### src/rtl/sprite_cmd_pkg.sv
// Shared definitions for the sprite command queue.
// Command word layout, special info codes and FSM states.
package sprite_cmd_pkg;

  localparam int ID_LSB    = 26;
  localparam int CHILD_LSB = 21;
  localparam int INFO_LSB  = 17;
  localparam int TYPE_LSB  = 14;
  localparam int SEL_BIT   = 13;
  localparam int MSG_LSB   = 0;

  localparam logic [3:0]  INFO_SWAP   = 4'hF;
  localparam logic [3:0]  INFO_UPDATE = 4'h1;
  localparam logic [31:0] IDLE_WORD   = 32'h0;

  typedef enum logic [1:0] {
    ST_IDLE      = 2'd0,
    ST_ISSUE     = 2'd1,
    ST_HOLD_SWAP = 2'd2
  } state_e;

  function automatic logic is_swap(input logic [31:0] w);
    return w[INFO_LSB +: 4] == INFO_SWAP;
  endfunction

endpackage

### src/rtl/cmd_fifo.sv
// Command FIFO with registered head word.
// Full test uses the count before any same-cycle pop.
module cmd_fifo #(
  parameter int DEPTH = 16,
  parameter int CW    = $clog2(DEPTH) + 1
) (
  input  logic          clk,
  input  logic          reset,
  input  logic          push,
  input  logic          pop,
  input  logic [31:0]   wdata,
  output logic          push_ok,
  output logic [31:0]   head,
  output logic [CW-1:0] count
);

  localparam int AW = $clog2(DEPTH);

  logic [31:0]   mem_q [DEPTH];
  logic [AW-1:0] wr_q, wr_d;
  logic [AW-1:0] rd_q, rd_d;
  logic [CW-1:0] cnt_q, cnt_d;
  logic [31:0]   head_q, head_d;
  logic          do_pop;

  assign push_ok = push && (cnt_q < CW'(DEPTH));
  assign do_pop  = pop && (cnt_q != '0);
  assign head    = head_q;
  assign count   = cnt_q;

  // next pointers, count and head; head refills from memory or bypass
  always_comb begin
    wr_d   = wr_q;
    rd_d   = rd_q;
    head_d = head_q;
    if (push_ok) wr_d = wr_q + AW'(1);
    if (do_pop)  rd_d = rd_q + AW'(1);
    cnt_d = cnt_q + CW'(push_ok) - CW'(do_pop);
    if (do_pop) begin
      if (cnt_q == CW'(1)) head_d = wdata;
      else                 head_d = mem_q[rd_q + AW'(1)];
    end else if (cnt_q == '0) begin
      head_d = wdata;
    end
  end

  // storage array, data needs no reset
  always_ff @(posedge clk) begin
    if (push_ok) mem_q[wr_q] <= wdata;
  end

  // pointer, count and head registers
  always_ff @(posedge clk) begin
    if (reset) begin
      wr_q   <= '0;
      rd_q   <= '0;
      cnt_q  <= '0;
      head_q <= '0;
    end else begin
      wr_q   <= wr_d;
      rd_q   <= rd_d;
      cnt_q  <= cnt_d;
      head_q <= head_d;
    end
  end

endmodule

### src/rtl/sprite_cmd_queue.sv
// Buffers HPS sprite commands and replays them on the shared bus.
// Swap commands are held until the vblank strobe.
module sprite_cmd_queue
  import sprite_cmd_pkg::*;
#(
  parameter int DEPTH       = 16,
  parameter int VBLANK_LINE = 480
) (
  input  logic        clk,
  input  logic        reset,
  input  logic [31:0] writedata,
  input  logic        write,
  input  logic        read,
  input  logic        chipselect,
  input  logic        address,
  input  logic [9:0]  hcount,
  input  logic [9:0]  vcount,
  output logic [31:0] readdata,
  output logic [31:0] cmd_out,
  output logic        front_buffer
);

  localparam int CW = $clog2(DEPTH) + 1;

  logic          push_req, status_rd, cmd_rd;
  logic          push_ok, pop;
  logic [31:0]   head;
  logic [CW-1:0] count;

  state_e        state_q, state_d;
  logic [31:0]   cmd_q, cmd_d;
  logic [31:0]   rdata_q, rdata_d;
  logic          front_q, front_d;
  logic          ovf_q, ovf_d;
  logic          vblank, swap_pending, last_pop;

  assign push_req  = chipselect && write && !address;
  assign status_rd = chipselect && read && address;
  assign cmd_rd    = chipselect && read && !address;

  cmd_fifo #(
    .DEPTH (DEPTH),
    .CW    (CW)
  ) u_fifo (
    .clk     (clk),
    .reset   (reset),
    .push    (push_req),
    .pop     (pop),
    .wdata   (writedata),
    .push_ok (push_ok),
    .head    (head),
    .count   (count)
  );

  assign vblank = (hcount == 10'd0) && (vcount == 10'(VBLANK_LINE));
  assign swap_pending = (state_q == ST_HOLD_SWAP);
  assign last_pop = (count == CW'(1)) && !push_ok;

  // issue FSM: drain in order, park on a swap until vblank
  always_comb begin
    state_d = state_q;
    cmd_d   = IDLE_WORD;
    front_d = front_q;
    pop     = 1'b0;
    unique case (state_q)
      ST_IDLE: begin
        if (count != '0) state_d = ST_ISSUE;
      end
      ST_ISSUE: begin
        if (count == '0) begin
          state_d = ST_IDLE;
        end else if (is_swap(head)) begin
          state_d = ST_HOLD_SWAP;
        end else begin
          pop   = 1'b1;
          cmd_d = head;
          if (last_pop) state_d = ST_IDLE;
        end
      end
      ST_HOLD_SWAP: begin
        if (vblank) begin
          pop     = 1'b1;
          cmd_d   = head;
          front_d = head[SEL_BIT];
          state_d = last_pop ? ST_IDLE : ST_ISSUE;
        end
      end
      default: state_d = ST_IDLE;
    endcase
  end

  // sticky overflow and registered status readback
  always_comb begin
    ovf_d   = (ovf_q && !status_rd) || (push_req && !push_ok);
    rdata_d = rdata_q;
    if (status_rd)
      rdata_d = {16'h0, ovf_q, swap_pending, front_q,
                 8'h0, 5'(count)};
    else if (cmd_rd)
      rdata_d = '0;
  end

  // state, bus, status and front buffer registers
  always_ff @(posedge clk) begin
    if (reset) begin
      state_q <= ST_IDLE;
      cmd_q   <= IDLE_WORD;
      rdata_q <= '0;
      front_q <= 1'b0;
      ovf_q   <= 1'b0;
    end else begin
      state_q <= state_d;
      cmd_q   <= cmd_d;
      rdata_q <= rdata_d;
      front_q <= front_d;
      ovf_q   <= ovf_d;
    end
  end

  assign readdata     = rdata_q;
  assign cmd_out      = cmd_q;
  assign front_buffer = front_q;

endmodule

### config.mk
export PLATFORM = sky130hd
export DESIGN_NAME = sprite_cmd_queue
export DESIGN_NICKNAME = d
export VERILOG_FILES = /design/src/rtl/sprite_cmd_pkg.sv /design/src/rtl/cmd_fifo.sv /design/src/rtl/sprite_cmd_queue.sv
export SDC_FILE = /design/constraint.sdc
export NUM_CORES = 1
export LEC_CHECK = 0
export ABC_AREA = 1
export CORE_MARGIN = 2
export CORE_UTILIZATION = 50
export DETAILED_ROUTE_END_ITERATION = 7
export HOLD_SLACK_MARGIN = 0.15
export PLACE_DENSITY = 0.67
export SLEW_MARGIN = 20
export SYNTH_ARGS = -nofsm -noshare
export SYNTH_HDL_FRONTEND = slang
export SYNTH_SLANG_ARGS = --single-unit
### constraint.sdc
create_clock -name clk -period 4.81 [get_ports clk]
set_input_delay 1.443 -clock clk [delete_from_list [all_inputs] [get_ports clk]]
set_output_delay 1.443 -clock clk [all_outputs]
set_load 0.01 [all_outputs]
==> out/qor.yml, run 1 <==
crit_type: "input port to flop"
cts_made_buffers: 58
multi_input_area_mm2: 0.006769
io_buffers: 98
grt_first_pass_wirelength_um: 100300
die-area_mm2: 0.05345
crit_slowest_cell: "clkdlybuf4s50_1"
rsz0062_at_grt: "false"
slew_headroom_pct: 32.81
path_clk_slew_ns: 0.06
crit_family: "simple AND/OR/NAND/NOR gates"
grt_overflow_total: 0
min_from: "u_fifo.head[30]$_SDFFE_PP0P_"
max_freq_ghz: 0.2801
reg2reg_from: "u_fifo.count[2]$_SDFF_PP0_"
drc_errors: 0
place_area_mm2: 0.02770
seq_area_mm2: 0.01716
drtIter0Drc: 2024
nets: 2776
crit_top_cell: "inv_1"
timing.setup.tns_ns: 0
fill_cells: 4194
grt_usage_pct: 24.78
rrSetupSlack_ns: 1.42
post_cts_buffers: 0
hold_viol_final: 0
cpPeakStageDelay_ns: 0.46
hold_class: "flop to flop"
irDropWorstVdd_v: 0.0003432
postCtsHoldBufs: 0
finalCriticalPeriod_ns: 3.570
clockBufferDepth: 3
grt_max_degree: 136
cts_root_buffer: "clkbuf_16"
rows: 83
dp_hpwl_um: 35890
fp.dieW_um: 231.2
route.vias.total: 18200
grt_pass1_vias: 17320
start_kind: "input port"
end_kind: "flop"
area_growth_pct: 14.81
final_cell_area_mm2: 0.02963
cts_max_level: 2
crit_chain: "clkdlybuf4s50_1 > inv_1 > nor3_1 > nand4_1 > nand2_2 > nand3_1 > inv_1 > ha_1 > inv_1 > ha_1 > fa_1 > nand2_1 > a21oi_1 > nor2_1 > o21ai_0 > a21oi_1"
critPathArrivalTime_ns: 4.12
clkLatencyLatePin_ns: 0.63
tritoncts: "built"
place_inst: 3322
ys_types: 29
max_cap_violations: 0
timing.rr.end: "u_fifo.count[4]$_SDFF_PP0_"
fin_crit_sh_pct: 74.22
gp_congestion: 0.8071
avgSynthCellArea_um2: 9.784
io_pins: 123
antenna_found_initial: 2
crit_buf_inv: 4
drive_gt1_share_pct: 5.889
cp_num_cells: 16
syn-cell-area_mm2: 0.02581
syn-instance-count: 2638
fp.dieH_um: 231.2
power.density_mw_per_mm2: 432.3
stdcell_count: 3432
r2r_cells: 18
core-area_mm2: 0.05120
wl_um: 66200
critPathRequiredTime_ns: 5.36
wl_per_cell_um: 19.29
min_to: "cmd_out[30]$_SDFF_PP0_"
path_max_fanout: 6
setup_viol: 0
fin_skew_ns: 0.03469
clock-sinks: 601
worstMarginPinSlew_ns: 1.006
detail-route-antenna-nets: 0
start_util_pct: 50.41
synth-warning-count: 0
via_per_inst: 5.302
ys_seq_area_share_pct: 66.47
holdPathStages: 2
status: "completed"
cts_resized: 0
slew_viol_final: 0
drt_first_pass_iters: 6
ys_seq_elements: 601
cellLeakagePower_nw: 12.41
[synthesized netlist by cell type, drive strengths merged]
cell type / count / share of area [%]
nand2: 930 / 14
edfxtp: 512 / 60
nand3: 386 / 7.5
inv: 367 / 5.3
buf: 89 / 1.9
dfxtp: 89 / 6.9
clkbuf: 76 / 1.1
nor2: 54 / 0.79
nand4: 34 / 0.82
nor3: 34 / 0.68
a21oi: 24 / 0.47
ha: 15 / 0.73
o21ai: 14 / 0.27
xor2: 3 / 0.10
xnor2: 2 / 0.068
a31oi: 1 / 0.024
clkinv: 1 / 0.015
conb: 1 / 0.015
fa: 1 / 0.078
nor3b: 1 / 0.029
nor4: 1 / 0.024
o21a: 1 / 0.029
o31ai: 1 / 0.029
or2: 1 / 0.024
[how the worst max path moves through the flow]
stage / startpoint / endpoint / slack, ns
6_report: vcount[8] / u_fifo.count[4]$_SDFF_PP0_ / 1.24
4_1_cts: vcount[8] / u_fifo.count[4]$_SDFF_PP0_ / 1.25
3_5_place_dp: vcount[8] / u_fifo.count[4]$_SDFF_PP0_ / 0.60
3_3_place_gp: hcount[5] / u_fifo.count[4]$_SDFF_PP0_ / 0.63
2_1_floorplan: chipselect / u_fifo.mem_q[11][0]$_DFFE_PP_ / 1.00
5_1_grt: hcount[1] / u_fifo.count[4]$_SDFF_PP0_ / 1.0
[per-stage QoR]
stage,setup slack [ns],total power [mW],hold WS [ns],utilization (%)
4_1_cts,1.251,12.84,0.4506,57.87
5_1_grt,0.9958,13.33,0.4662,57.88
3_3_place_gp,0.6251,8.215,0.4357,54.09
6_report,1.240,12.81,0.4458,57.88
3_5_place_dp,0.6030,8.263,0.4413,54.10
2_1_floorplan,1.003,7.500,0.4241,-
[kinds of logic (layout without fill, tap and decap cells)]
kind of cell / count (synthesis) / in the layout / share of synthesized area, %
compound gates: 41 / 41 / 0.8193
xor+xnor: 5 / 5 / 0.1697
fa+ha+maj: 16 / 16 / 0.8047
buf+inv: 533 / 623 / 8.333
flops: 601 / 601 / 66.47
other cells: 1 / 25 / 0.01453
simple gates: 1441 / 1441 / 23.39
[power breakdown]
part	leakage [nW]	internal (mW)	switching [mW]
Combinational	6.14	0.703	1.59
Clock	0.946	2.68	1.95
Sequential	5.33	5.81	0.0799
[flip-flops by register name (all words and copies together), names as in the netlist, 2 cells and up]
signal / flops
u_fifo.head: 32
cmd_out: 32
u_fifo.count: 5
readdata: 8
u_fifo.rd_q: 4
state_q: 2
u_fifo.wr_q: 4
u_fifo.mem_q: 512
[final cells by class]
type | instances | area share, %
repair buffers | 146 | 5.143
clock inverters | 36 | 1.220
inverters | 368 | 4.704
well taps | 680 | 2.871
clock buffers | 73 | 5.295
multi-input cells | 1527 | 22.84
flip-flops and latches | 601 | 57.91
diodes | 1 | 0.008445
[cell usage in the layout (no fill, tap or decap), types with 2 or more instances in the layout]
cell             count
clkbuf_8             4
inv_1              365
nor3_1              33
nand4_1             34
dfxtp_1             88
bufinv_16            7
clkinv_1            14
inv_6                2
clkbuf_16           59
conb_1              24
nor2_1              38
buf_4               33
nand2_2              2
a21oi_1             24
clkdlybuf4s50_1     97
xor2_4               2
clkinv_2            11
ha_1                14
clkbuf_1            10
buf_12              15
nor2_4              16
o21ai_0             14
clkinvlp_4           2
edfxtp_1           512
nand2_1            928
nand3_1            386
[metal layers]
layer | track usage, % | up-vias | share of wire, %
li1 | - | 8629 | -
met1 | 33.83 | 8653 | 42
met2 | 40.27 | 778 | 47
met3 | 4.146 | 135 | 8.4
met4 | 8.790 | 2 | 3.3
met5 | 0 | - | 0.020
[worst reg2reg max path, stage by stage, from the launching register on]
cell	delay, ns
dfxtp_1	0.33
inv_1	0.08
ha_1	0.15
nand2_1	0.05
nor2_1	0.23
nand2_1	0.43
nand3_1	0.25
nand2_2	0.09
nand3_1	0.18
inv_1	0.13
ha_1	0.29
inv_1	0.04
ha_1	0.20
fa_1	0.43
nand2_1	0.09
a21oi_1	0.06
nor2_1	0.11
o21ai_0	0.08
a21oi_1	0.12
Power figures use the tool's default switching activity.
==> inputs of run 2 (changes only) <==
--- a/config.mk
+++ b/config.mk
@@ -10,7 +10,7 @@
 export CORE_UTILIZATION = 50
 export DETAILED_ROUTE_END_ITERATION = 7
 export HOLD_SLACK_MARGIN = 0.15
-export PLACE_DENSITY = 0.67
+export PLACE_DENSITY = 0.7
 export SLEW_MARGIN = 20
 export SYNTH_ARGS = -nofsm -noshare
 export SYNTH_HDL_FRONTEND = slang
==> constraint.sdc (replaced) <==
create_clock -name clk -period 3 [get_ports clk]
set_input_delay 0.9 -clock clk [delete_from_list [all_inputs] [get_ports clk]]
set_output_delay 0.9 -clock clk [all_outputs]
set_load 0.01 [all_outputs]
==> run 2 against run 1 <==
Against the previous run:
- sequential power rose by 60%
- critical path type unchanged
- combinational power is 72% higher
- global-route usage increased by 0.18 points
- sequential share of layout area shrank 1.1 points
- non-clock buffer count up 31
- clock skew down 0.0070 ns
- power grew 61%
- largest power group unchanged
- core utilization rose by 1.1 points
- wire length increased by 0.26%
- setup slack worse by 1.0 ns
- critical path depth did not move
- clock power grew 56%
==> out/qor.yml, run 2 (synthesis results as in run 1) <==
status: "completed"
hold_viol_final: 0
crit_type: "input port to flop"
grt_max_degree: 123
wl_per_cell_um: 19.18
stdcell_count: 3461
whs_ns: 0.4468
path_clk_slew_ns: 0.06
clock-sinks: 601
io_buffers: 98
finalCriticalPeriod_ns: 2.790
critPathArrivalTime_ns: 3.33
drt_first_pass_iters: 5
post_cts_buffers: 0
mostFrequentLayoutCell: "nand2_1"
die-area_mm2: 0.05345
cts_made_buffers: 57
grt_first_pass_wirelength_um: 102000
final_cell_mix: "nand2_1, edfxtp_1, nand3_1"
gp_congestion: 0.8155
cellLeakagePower_nw: 12.66
gr-usage-met3_pct: 3.912
antenna_cells: 0
detail-route-antenna-nets: 0
io_pins: 123
fp.dieH_um: 231.2
cts_max_level: 2
slew_viol_final: 0
dp_hpwl_um: 37990
place_inst: 3353
path_max_fanout: 2
grt_use_met2_pct: 42.25
critPathRequiredTime_ns: 3.54
via_per_inst: 5.318
fin_crit_sh_pct: 93.01
regMostFlops: "u_fifo.mem_q"
grt_pass1_vias: 17960
irDropWorstVdd_v: 0.0005223
drc_errors: 0
route.vias.total: 18410
clockBufferDepth: 3
max_freq_ghz: 0.3584
fp.dieW_um: 231.2
end_kind: "flop"
largest_reg_flops: 512
nets: 2806
hold_class: "flop to flop"
fill_cells: 4102
postCtsHoldBufs: 0
antenna_found_initial: 0
max_cap_violations: 0
drtIter0Drc: 2064
grt_busiest_layer: "met2"
area_growth_pct: 17.04
setup_viol: 0
slew_headroom_pct: 51.30
grt_use_met1_pct: 32.91
grt_usage_pct: 24.96
tritoncts: "built"
cts_root_buffer: "clkbuf_16"
timing.setup.tns_ns: 0
worstMarginPinSlew_ns: 0.7305
start_kind: "input port"
clkLatencyLatePin_ns: 0.63
fin_skew_ns: 0.02765
wl_um: 66380
core-area_mm2: 0.05120
rows: 83
grt_overflow_total: 0
rsz0062_at_grt: "false"
power.density_mw_per_mm2: 681.8
start_util_pct: 50.41
drive_gt1_share_pct: 7.300
==> run 2: through the flow <==
step	power, mW	area, um^2	setup slack (ns)	util, %
2_1_floorplan	12.03	25910	-0.2641	-
3_3_place_gp	13.35	28290	-0.5327	55.25
3_5_place_dp	13.43	28300	-0.5910	55.28
4_1_cts	20.60	30190	0.02264	58.96
5_1_grt	21.39	30210	0.02377	59.00
6_report	20.59	30210	0.2097	59.00
==> run 2: worst paths after layout <==
kind / to / start / depth (start not counted) / slack, ns
min reg2reg: cmd_out[1]$_SDFF_PP0_ / u_fifo.head[1]$_SDFFE_PP0P_ / 2 / 0.45
max reg2reg: u_fifo.count[4]$_SDFF_PP0_ / u_fifo.count[3]$_SDFF_PP0_ / 18 / 0.30
min: cmd_out[1]$_SDFF_PP0_ / u_fifo.head[1]$_SDFFE_PP0P_ / 2 / 0.45
max: u_fifo.count[4]$_SDFF_PP0_ / vcount[8] / 16 / 0.21
==> run 2: worst max-delay path, stage by stage <==
cell             delay, ns
clkdlybuf4s50_1       0.47
inv_1                 0.06
nor3_2                0.20
nand4_1               0.18
nand2_2               0.11
nand3_1               0.09
inv_1                 0.09
ha_1                  0.12
inv_1                 0.04
ha_2                  0.18
fa_2                  0.37
nand2_1               0.07
a21oi_1               0.06
nor2_1                0.15
o21ai_1               0.09
a21oi_1               0.14
==> run 2: where the power goes <==
| group | total [mW] | internal, mW | switching [mW] |
|---|---|---|---|
| Sequential | 9.42 | 9.32 | 0.108 |
| Clock | 7.23 | 4.15 | 3.08 |
| Combinational | 3.94 | 1.25 | 2.70 |
==> run 2: metal layers <==
layer	share of wire, %	vias up
met3	8.2	139
met4	2.8	0
met1	41	8747
met5	0	-
met2	48	825
li1	-	8694
==> run 2: timing repair <==
item,in CTS,in global routing
gates resized for setup,1,7
pin swaps,0,2
endpoints found under the setup margin,1,1
==> run 2: area by class of cell <==
| type | count | area (um^2) | area share [%] |
|---|---|---|---|
| sequential | 601 | 17160 | 56.81 |
| inverter | 368 | 1389 | 4.598 |
| clock inverter | 34 | 340.3 | 1.127 |
| tap | 680 | 850.8 | 2.817 |
| clock buffer | 74 | 1545 | 5.115 |
| timing repair buffer | 177 | 2120 | 7.017 |
| multi-input combinational | 1527 | 6803 | 22.52 |
